<file path="src/rtl/sync_fifo_param_if.sv">
// sync_fifo_param_if: producer/consumer bundle for sync_fifo_param; parity_err exists only with FIFO_PARITY_EN
interface sync_fifo_param_if #(parameter int DATA_W = 16, parameter int ADDR_W = 4);
  logic              write;
  logic              read;
  logic [DATA_W-1:0] fifo_in;
  logic              err_clr;
  logic [DATA_W-1:0] fifo_out;
  logic              out_valid;
  logic [ADDR_W:0]   fifo_count;
  logic              fifo_empty;
  logic              fifo_full;
  logic              fifo_half;
  logic              fifo_almost_empty;
  logic              fifo_almost_full;
  logic              overflow;
  logic              underflow;
`ifdef FIFO_PARITY_EN
  logic              parity_err;
  modport master(output write, read, fifo_in, err_clr,
                 input fifo_out, out_valid, fifo_count, fifo_empty, fifo_full, fifo_half,
                 fifo_almost_empty, fifo_almost_full, overflow, underflow, parity_err);
  modport slave(input write, read, fifo_in, err_clr,
                output fifo_out, out_valid, fifo_count, fifo_empty, fifo_full, fifo_half,
                fifo_almost_empty, fifo_almost_full, overflow, underflow, parity_err);
`else
  modport master(output write, read, fifo_in, err_clr,
                 input fifo_out, out_valid, fifo_count, fifo_empty, fifo_full, fifo_half,
                 fifo_almost_empty, fifo_almost_full, overflow, underflow);
  modport slave(input write, read, fifo_in, err_clr,
                output fifo_out, out_valid, fifo_count, fifo_empty, fifo_full, fifo_half,
                fifo_almost_empty, fifo_almost_full, overflow, underflow);
`endif
endinterface

</file>
<file path="src/rtl/sync_fifo_param.sv">
// sync_fifo_param: single-clock FIFO with exact count, threshold flags and sticky errors
// FIFO_PARITY_EN stores an even-parity bit per word and flags mismatches on parity_err
module sync_fifo_param #(
  parameter int DATA_W    = 16,
  parameter int ADDR_W    = 4,
  parameter int AF_THRESH = 12,
  parameter int AE_THRESH = 2
) (
  input logic              clock,
  input logic              reset,
  sync_fifo_param_if.slave bus
);
  localparam int DEPTH = 1 << ADDR_W;
  localparam logic [ADDR_W:0] DEPTH_C = (ADDR_W+1)'(DEPTH);
  localparam logic [ADDR_W:0] HALF_C  = (ADDR_W+1)'(DEPTH / 2);
  localparam logic [ADDR_W:0] AF_C    = (ADDR_W+1)'(AF_THRESH);
  localparam logic [ADDR_W:0] AE_C    = (ADDR_W+1)'(AE_THRESH);
`ifdef FIFO_PARITY_EN
  localparam int MEM_W = DATA_W + 1;
`else
  localparam int MEM_W = DATA_W;
`endif
  logic [MEM_W-1:0]  mem_q [DEPTH];
  logic [MEM_W-1:0]  wr_word, rd_word;
  logic [ADDR_W-1:0] wr_ptr_q, wr_ptr_d, rd_ptr_q, rd_ptr_d;
  logic [ADDR_W:0]   count_q, count_d;
  logic [DATA_W-1:0] dout_q, dout_d;
  logic              valid_q, valid_d, ovf_q, ovf_d, udf_q, udf_d;
  logic              empty, full, wr_en, rd_en, bypass;
  // Simultaneous read+write on an empty FIFO bypasses the array; when full, both sides proceed
  always_comb begin
    empty    = count_q == '0;
    full     = count_q == DEPTH_C;
    wr_en    = bus.write && (bus.read ? !empty : !full);
    rd_en    = bus.read && !empty;
    bypass   = bus.read && bus.write && empty;
    rd_word  = mem_q[rd_ptr_q];
    wr_ptr_d = wr_en ? wr_ptr_q + 1'b1 : wr_ptr_q;
    rd_ptr_d = rd_en ? rd_ptr_q + 1'b1 : rd_ptr_q;
    count_d  = (wr_en && !rd_en) ? count_q + 1'b1 : (rd_en && !wr_en) ? count_q - 1'b1 : count_q;
    dout_d   = rd_en ? rd_word[DATA_W-1:0] : bypass ? bus.fifo_in : dout_q;
    valid_d  = rd_en || bypass;
    ovf_d    = (bus.write && !bus.read && full) || (ovf_q && !bus.err_clr);
    udf_d    = (bus.read && !bus.write && empty) || (udf_q && !bus.err_clr);
  end
`ifdef FIFO_PARITY_EN
  logic par_q, par_d;
  always_comb begin
    wr_word = {^bus.fifo_in, bus.fifo_in};
    par_d   = (rd_en && ^rd_word) || (par_q && !bus.err_clr);
  end
  always_ff @(posedge clock) par_q <= reset ? 1'b0 : par_d;
  assign bus.parity_err = par_q;
`else
  assign wr_word = bus.fifo_in;
`endif
  always_ff @(posedge clock) if (wr_en) mem_q[wr_ptr_q] <= wr_word;
  always_ff @(posedge clock) begin
    if (reset) begin
      wr_ptr_q <= '0;
      rd_ptr_q <= '0;
      count_q  <= '0;
      dout_q   <= '0;
      valid_q  <= 1'b0;
      ovf_q    <= 1'b0;
      udf_q    <= 1'b0;
    end else begin
      wr_ptr_q <= wr_ptr_d;
      rd_ptr_q <= rd_ptr_d;
      count_q  <= count_d;
      dout_q   <= dout_d;
      valid_q  <= valid_d;
      ovf_q    <= ovf_d;
      udf_q    <= udf_d;
    end
  end
  assign bus.fifo_out          = dout_q;
  assign bus.out_valid         = valid_q;
  assign bus.fifo_count        = count_q;
  assign bus.fifo_empty        = empty;
  assign bus.fifo_full         = full;
  assign bus.fifo_half         = count_q >= HALF_C;
  assign bus.fifo_almost_empty = count_q <= AE_C;
  assign bus.fifo_almost_full  = count_q >= AF_C;
  assign bus.overflow          = ovf_q;
  assign bus.underflow         = udf_q;
endmodule

</file>
<file path="src/flat_wrapper.sv">
// flat-port wrapper written by rule: the top's interface ports become plain ports
module sync_fifo_param_flat 
#(
  parameter int DATA_W    = 16,
  parameter int ADDR_W    = 4,
  parameter int AF_THRESH = 12,
  parameter int AE_THRESH = 2
)
  (clock, reset, bus_write, bus_read, bus_fifo_in, bus_err_clr, bus_fifo_out, bus_out_valid, bus_fifo_count, bus_fifo_empty, bus_fifo_full, bus_fifo_half, bus_fifo_almost_empty, bus_fifo_almost_full, bus_overflow, bus_underflow);
  sync_fifo_param_if #(.DATA_W(DATA_W), .ADDR_W(ADDR_W)) bus_i ();
  input logic clock;
  input logic reset;
  input wire logic [$bits(bus_i.write)-1:0] bus_write;
  input wire logic [$bits(bus_i.read)-1:0] bus_read;
  input wire logic [$bits(bus_i.fifo_in)-1:0] bus_fifo_in;
  input wire logic [$bits(bus_i.err_clr)-1:0] bus_err_clr;
  output wire logic [$bits(bus_i.fifo_out)-1:0] bus_fifo_out;
  output wire logic [$bits(bus_i.out_valid)-1:0] bus_out_valid;
  output wire logic [$bits(bus_i.fifo_count)-1:0] bus_fifo_count;
  output wire logic [$bits(bus_i.fifo_empty)-1:0] bus_fifo_empty;
  output wire logic [$bits(bus_i.fifo_full)-1:0] bus_fifo_full;
  output wire logic [$bits(bus_i.fifo_half)-1:0] bus_fifo_half;
  output wire logic [$bits(bus_i.fifo_almost_empty)-1:0] bus_fifo_almost_empty;
  output wire logic [$bits(bus_i.fifo_almost_full)-1:0] bus_fifo_almost_full;
  output wire logic [$bits(bus_i.overflow)-1:0] bus_overflow;
  output wire logic [$bits(bus_i.underflow)-1:0] bus_underflow;
  assign bus_i.write = bus_write;
  assign bus_i.read = bus_read;
  assign bus_i.fifo_in = bus_fifo_in;
  assign bus_i.err_clr = bus_err_clr;
  assign bus_fifo_out = bus_i.fifo_out;
  assign bus_out_valid = bus_i.out_valid;
  assign bus_fifo_count = bus_i.fifo_count;
  assign bus_fifo_empty = bus_i.fifo_empty;
  assign bus_fifo_full = bus_i.fifo_full;
  assign bus_fifo_half = bus_i.fifo_half;
  assign bus_fifo_almost_empty = bus_i.fifo_almost_empty;
  assign bus_fifo_almost_full = bus_i.fifo_almost_full;
  assign bus_overflow = bus_i.overflow;
  assign bus_underflow = bus_i.underflow;
  sync_fifo_param #(.DATA_W(DATA_W), .ADDR_W(ADDR_W), .AF_THRESH(AF_THRESH), .AE_THRESH(AE_THRESH)) u_core (.clock(clock), .reset(reset), .bus(bus_i));
endmodule
</file>
<file path="config.mk">
export PLATFORM = sky130hd
export DESIGN_NAME = sync_fifo_param_flat
export DESIGN_NICKNAME = d
export VERILOG_FILES = /design/src/rtl/sync_fifo_param_if.sv /design/src/rtl/sync_fifo_param.sv /design/src/flat_wrapper.sv
export SDC_FILE = /design/constraint.sdc
export NUM_CORES = 1
export LEC_CHECK = 0
export ABC_AREA = 1
export CORE_MARGIN = 2
export CORE_UTILIZATION = 30
export CTS_BUF_LIST = sky130_fd_sc_hd__clkbuf_4
export DETAILED_ROUTE_END_ITERATION = 7
export PLACE_DENSITY_LB_ADDON = 0.08
export SLEW_MARGIN = 15
export SYNTH_ARGS = -nofsm -noshare
export SYNTH_HDL_FRONTEND = slang
export SYNTH_SLANG_ARGS = --single-unit
</file>
<file path="constraint.sdc">
create_clock -name clock -period 2.3 [get_ports clock]
set_input_delay 0.23 -clock clock [delete_from_list [all_inputs] [get_ports clock]]
set_output_delay 0.23 -clock clock [all_outputs]
set_load 0.03 [all_outputs]
</file>
==> results of run 1 <==
-- worst max-delay path, stage by stage, from the launching register on --
cell	delay, ns
dfxtp_4	0.34
inv_1	0.11
buf_4	0.14
nand2_1	0.08
a211oi_2	0.22
clkdlybuf4s15_2	0.34
-- per-layer routing --
| metal | GRT usage, % | up-vias | share of wire, % |
|---|---|---|---|
| met3 | 3.727 | 64 | 4.4 |
| met4 | 6.379 | 0 | 2.5 |
| li1 | - | 4453 | - |
| met1 | 24.30 | 4286 | 46 |
| met2 | 29.10 | 202 | 47 |
| met5 | 0 | - | 0 |
-- layout by cell type, fill, tap and decap left out, drive strengths merged, types with 10 or more instances in the layout --
master         synthesis  layout
clkinv                 0      10
edfxtp               256     256
clkdlybuf4s50          0      44
o21ai                 12      12
dfxtp                 36      36
nand2                438     438
nor2                  60      60
nand3                183     183
a21oi                 30      30
inv                  154     156
clkbuf                10     134
buf                   49      85
-- kinds of logic (layout without fill, tap and decap cells) --
kind of cell / count (synthesis) / in the layout / synth area share, %
flip-flops: 292 / 292 / 66.59
AND/OR/NAND/NOR: 682 / 682 / 22.33
XOR/XNOR: 3 / 3 / 0.2081
buffers and inverters: 213 / 439 / 7.343
other: 0 / 2 / 0
AO/OA/AOI/OAI: 45 / 45 / 2.477
adder cells (fa/ha/maj): 10 / 10 / 1.050
-- through the flow --
| stage | util (%) | cells | hold slack (ns) |
|---|---|---|---|
| 2_1_floorplan | - | 1245 | 0.3030 |
| 3_3_place_gp | 34.64 | 1859 | 0.4554 |
| 3_5_place_dp | 34.64 | 1859 | 0.4623 |
| 4_1_cts | 37.37 | 2010 | 0.06741 |
| 5_1_grt | 37.44 | 2012 | 0.1012 |
| 6_report | 37.44 | 2012 | 0.1281 |
-- flip-flops by register name, indices dropped and copies added (netlist names), named ones only --
signal	count
u_core.wr_ptr_q	4
u_core.bus.fifo_out	16
u_core.rd_ptr_q	4
u_core.bus.fifo_count	5
u_core.bus.overflow	1
u_core.mem_q	256
u_core.bus.underflow	1
u_core.bus.out_valid	1
-- what timing repair did --
item / in CTS / in global routing
setup endpoints to repair: 5 / 3
resized for setup: 12 / 5
gates cloned: 0 / 0
pin swaps: 0 / 2
-- layout make-up --
cell class	count	area (sq um)	share of cell area [%]
well taps	539	674.4	4.314
repair buffers	134	1444	9.236
inverters	154	580.6	3.713
clock inverters	17	127.6	0.8163
clock buffers	134	1006	6.435
diodes	2	5.005	0.03201
multi-input cells	740	3364	21.52
flip-flops and latches	292	8432	53.93
-- report_power, final --
part	internal [W]	switching (W)	leakage (nW)
logic	0.00163	0.00309	3.18
clock network	0.00285	0.00225	0.669
registers	0.00608	0.000161	2.61
-- final timing paths --
check,startpoint,endpoint,cells past startpoint
worst min-delay path,bus_err_clr,u_core.bus.overflow,4
worst max register to register,u_core.bus.fifo_count[1],u_core.bus.fifo_count[4],15
worst max-delay path,u_core.bus.fifo_count[4],bus_fifo_almost_empty,5
worst min register to register,u_core.bus.fifo_out[0],u_core.bus.fifo_out[0],2
==> results by group, run 1 <==
Timing
  • Clk_skew: roughly 0.067 ns
  • Fmax: about 0.46 GHz
  • Final worst-path cycle share: roughly 95%
  • Slew margin rel.: about half
  • Final Max Slew Viols: 0
  • Fin. Hold Viols: 0
  • Setup WS post-layout: between 0.1 and 0.15 ns
  • # setup viols final: 0
  • RSZ-0062 raised after global routing: no
  • Final total negative setup slack: 0 ns
  • Worst-Margin Slew: 0.7281 ns
  • Period minus WS final: about 2.2 ns

Logic synthesis
  • Most frequent cell after synthesis: nand2_1
  • Post-synth top flop: edfxtp_1
  • Netlist cell types: 29
  • Post-synthesis async set-or-reset flop share: 0%
  • Average size of a mapped cell: just over 10 sq um
  • Mapped Cells: around 1,200
  • Leading cell types by total area after synthesis: edfxtp_1, nand2_1, nand3_1
  • Post-Syn Area: ~13,000 sq um
  • Post-synth EDFFs: 256
  • Synthesis Warnings: 0
  • Share of the synthesized area in the top cell type: 60.89%
  • Sequential share of the synthesized area: 66.59%
  • Net count of the mapped netlist: between 1,000 and 1,500
  • Commonest cells post-synth: nand2_1, edfxtp_1, nand3_1
  • Flops & latches, synth: ~290
  • Cell accounting for the most synthesized area: edfxtp_1

Run status
  • Status: complete, no violations

Die
  • I/O Pins: 50
  • Core area: ~42,000 sq um
  • Starting Density: between 30% and 40%
  • Die ar.: 43,740 sq um
  • Die W: ~210 microns
  • Die Height: around 210 microns
  • Row cnt: between 70 and 80

Global route
  • All-Layer GR Usage: 18.10%
  • Largest net degree at the start of global routing: 65
  • Vias in the first global route: 9,120
  • Initial antenna violation count: 3
  • First-pass GRT wire length: between 50 and 60 mm
  • GRT overflow: 0

Power and ir drop
  • Final Power: approximately 0.016 W
  • Pwr Density: between 1000 and 1500 nW/um^2
  • LEAKAGE: 6.464 nW
  • Peak VDD IR: 0.4005 mV

CTS
  • H-tree Lvls: 3
  • CTS Sinks: slightly below 300
  • CTS buffer count: 83
  • Max clock buf depth: 3
  • Post-CTS Hold Fix Bufs: 0
  • Clk root buf: clkbuf_4
  • CTS tree: done
  • Worst-Skew Late Latency: slightly below 0.8 ns
  • CTS clk-pin slew, worst paths: 0.06 ns
  • Setup bufs post-CTS: 0

Cells and area
  • Synth-to-layout area growth: 23.82%
  • # nets final: 1,436
  • Layout cell share with drive strength beyond 1: 19.17%
  • Fill count: 4,195
  • Final instance area: around 16,000 sq um

Worst hold path
  • Hold crit path type: in2reg

Routing
  • Final wirelength: about 38 mm
  • DR vias: between 9,000 and 10,000
  • Via density: 4.476
  • DRC viols: 0
  • First-pass detailed-route iteration total: 7
  • Initial DRC Count: between 500 and 600
  • Wire per inst: 19.05 microns
  • Post-route ant nets: 0

Worst setup path
  • CP Data Required Time: 2.07 ns
  • WP data arrival: approximately 2.0 ns
  • Crit Path Max Fanout: 4
  • Startpoint types: flop
  • Crit end category: output pin
  • Flop2flop setup slack: roughly 0.17 ns
  • Crit Path Class: reg2out

Placed design
  • RD Place Congestion: 0.7673
  • Area after DPL: 14,460 sq um
  • DPL Wire Length: 23.78 mm
  • Place WS: -0.1792 ns
  • Port Buffers: 49

Run
  • Max Cap Viol: 0
Note: power is estimated with default switching activity, not from simulation.
==> run 2: changes to the inputs <==
CTS_BUF_LIST = unset   (was sky130_fd_sc_hd__clkbuf_4)
SKIP_CTS_REPAIR_TIMING = 1   (was unset)
==> results by group, run 2 (synthesis gave the netlist of run 1 again) <==
Placed design
  • Area after DPL: approximately 14,000 sq um
  • Port Buffers: 49
  • DPL Wire Length: roughly 24 mm
  • RD Place Congestion: ~0.77

Cells and area
  • Biggest register: u_core.mem_q
  • Layout cell share with drive strength beyond 1: a little over an eighth
  • Synth-to-layout area growth: 23.03%
  • Final instance area: 15,530 sq um
  • Antenna diode instance count: 0
  • # nets final: 1,388
  • Layout Utilization: roughly 37%
  • Max reg flops: about 260
  • Commonest non-fill, non-tap cell in the layout: nand2_1
  • Most frequent cells in the layout: nand2_1, edfxtp_1, nand3_1

Global route
  • GRT overflow: 0
  • First-pass GRT wire length: between 50 and 60 mm
  • All-Layer GR Usage: 17.72%
  • Initial antenna violation count: 1
  • Largest net degree at the start of global routing: 65
  • Vias in the first global route: around 9,000

Worst setup path
  • Crit end category: flop
  • Flop2flop setup slack: 0.16 ns
  • Crit Path Class: reg2reg
  • R2r worst-path depth: 15
  • Critical path cell sequence: nor2_4 > nand3_4 > nand2_4 > buf_4 > ha_2 > inv_2 > fa_2 > a21o_1 > a21oi_2 > nor2_1 > nor2_1 > nand2_1 > nand2_1 > nand2_1 > nor2_1
  • CP startpoint: u_core.bus.fifo_count[1]
  • Startpoint types: flop
  • CP endpoint: u_core.bus.fifo_count[4]
  • Crit path largest cell delay: 0.35 ns
  • CP Data Required Time: 2.75 ns
  • RR Startpoint: u_core.bus.fifo_count[1]
  • Worst path slowest cell: dfxtp_4
  • WP data arrival: 2.60 ns
  • Crit Path Max Fanout: 4
  • FF-to-FF End: u_core.bus.fifo_count[4]

Routing
  • DRC viols: 0
  • Via density: between 4 and 5
  • Final wirelength: about 38 mm
  • DR vias: between 8,000 and 9,000
  • Wire per inst: 19.80 microns
  • Post-route ant nets: 0
  • First-pass detailed-route iteration total: 4
  • Initial DRC Count: 526

CTS
  • Worst-Skew Late Latency: approximately 0.52 ns
  • CTS buffer count: 35
  • CTS Sinks: 292
  • CTS clk-pin slew, worst paths: approximately 0.060 ns
  • CTS tree: done
  • H-tree Lvls: 2
  • Max clock buf depth: 3
  • Clk root buf: clkbuf_16

Die
  • Die W: ~210 microns
  • I/O Pins: 50
  • Die Height: 209.2 microns
  • Row cnt: 75
  • Starting Density: between 30 and 40%
  • Core area: about 42,000 sq um
  • Die ar.: ~44,000 sq um

Timing
  • Final Max Slew Viols: 0
  • Slew margin rel.: between 40% and 50%
  • # setup viols final: 0
  • Clk_skew: ~0.011 ns
  • Fin. Hold Viols: 0
  • Final worst-path cycle share: between 90% and 100%
  • Fmax: ~0.47 GHz
  • Period minus WS final: about 2.1 ns
  • Worst-Margin Slew: ~0.78 ns

Run status
  • Status: complete, no violations

Run
  • Max Cap Viol: 0

Worst hold path
  • Hold crit path type: in2reg

Power and ir drop
  • Pwr Density: 1038 nW/um^2
  • LEAKAGE: about 6.3 nW
  • Peak VDD IR: 0.4839 mV
## run 2: cell types whose count changed in the layout (fill, tap and decap cells not counted), sizes merged
cell	previous run	this run
bufinv	2	1
clkbuf	134	45
clkdlybuf4s15	2	0
clkdlybuf4s50	44	47
clkinv	10	15
clkinvlp	3	0
diode	2	0
dlygate4sd2	3	0
dlymetal6s2s	0	2
inv	156	154
## run 2: critical path: cells and delay by family (launching register included)
| family | cells | cell delay (ns) |
|---|---|---|
| AOI/OAI and AO/OA | 2 | 0.31 |
| adders and majority gates | 2 | 0.53 |
| buffers and inverters | 2 | 0.19 |
| DFF | 1 | 0.35 |
| and+or+nand+nor | 9 | 0.71 |
## run 2: worst min path at each step
stage	from	endpoint	slack, ns	cells after the start
after floorplan	reset	u_core.wr_ptr_q[1]	0.30	1
after global placement	u_core.bus.underflow	u_core.bus.underflow	0.46	2
after detailed placement	u_core.bus.fifo_out[0]	u_core.bus.fifo_out[0]	0.46	2
after CTS	bus_err_clr	u_core.bus.overflow	0.34	4
after global routing	bus_err_clr	u_core.bus.overflow	0.39	4
final	bus_err_clr	u_core.bus.overflow	0.36	4
## run 2: where the power goes
part / leakage, nW / switching (W) / internal [W]
Clock: 0.510 / 0.00213 / 0.00302
Combinational: 3.20 / 0.00310 / 0.00163
Sequential: 2.61 / 0.000160 / 0.00608
Total: 6.32 / 0.00539 / 0.0107
## run 2: final cells by class
cell class                 count  area [sq um]
multi-input combinational    740          3354
tap                          539         674.4
fill                        4146         26230
clock buffer                  45         955.9
sequential                   292          8432
timing repair buffer         134          1446
inverter                     154         580.6
clock inverter                16         90.09
## run 2: per-stage QoR
stage	setup TNS, ns	worst slack (ns)	cells	hold slack (ns)	power, W
2_1_floorplan	0	0.007067	1245	0.3030	0.009083
3_3_place_gp	-0.3217	-0.2178	1859	0.4554	0.01115
3_5_place_dp	-0.2751	-0.1792	1859	0.4623	0.01111
4_1_cts	-0.3261	-0.1799	1920	0.3446	0.01634
5_1_grt	-0.001851	-0.001851	1920	0.3923	0.01697
6_report	0	0.1555	1920	0.3647	0.01612
## run 2: per-layer routing
layer	global-route usage (%)	routed length (microns)
met3	2.450	1343
met4	5.714	1059
met5	0	0
met1	24.49	17980
met2	28.83	17630
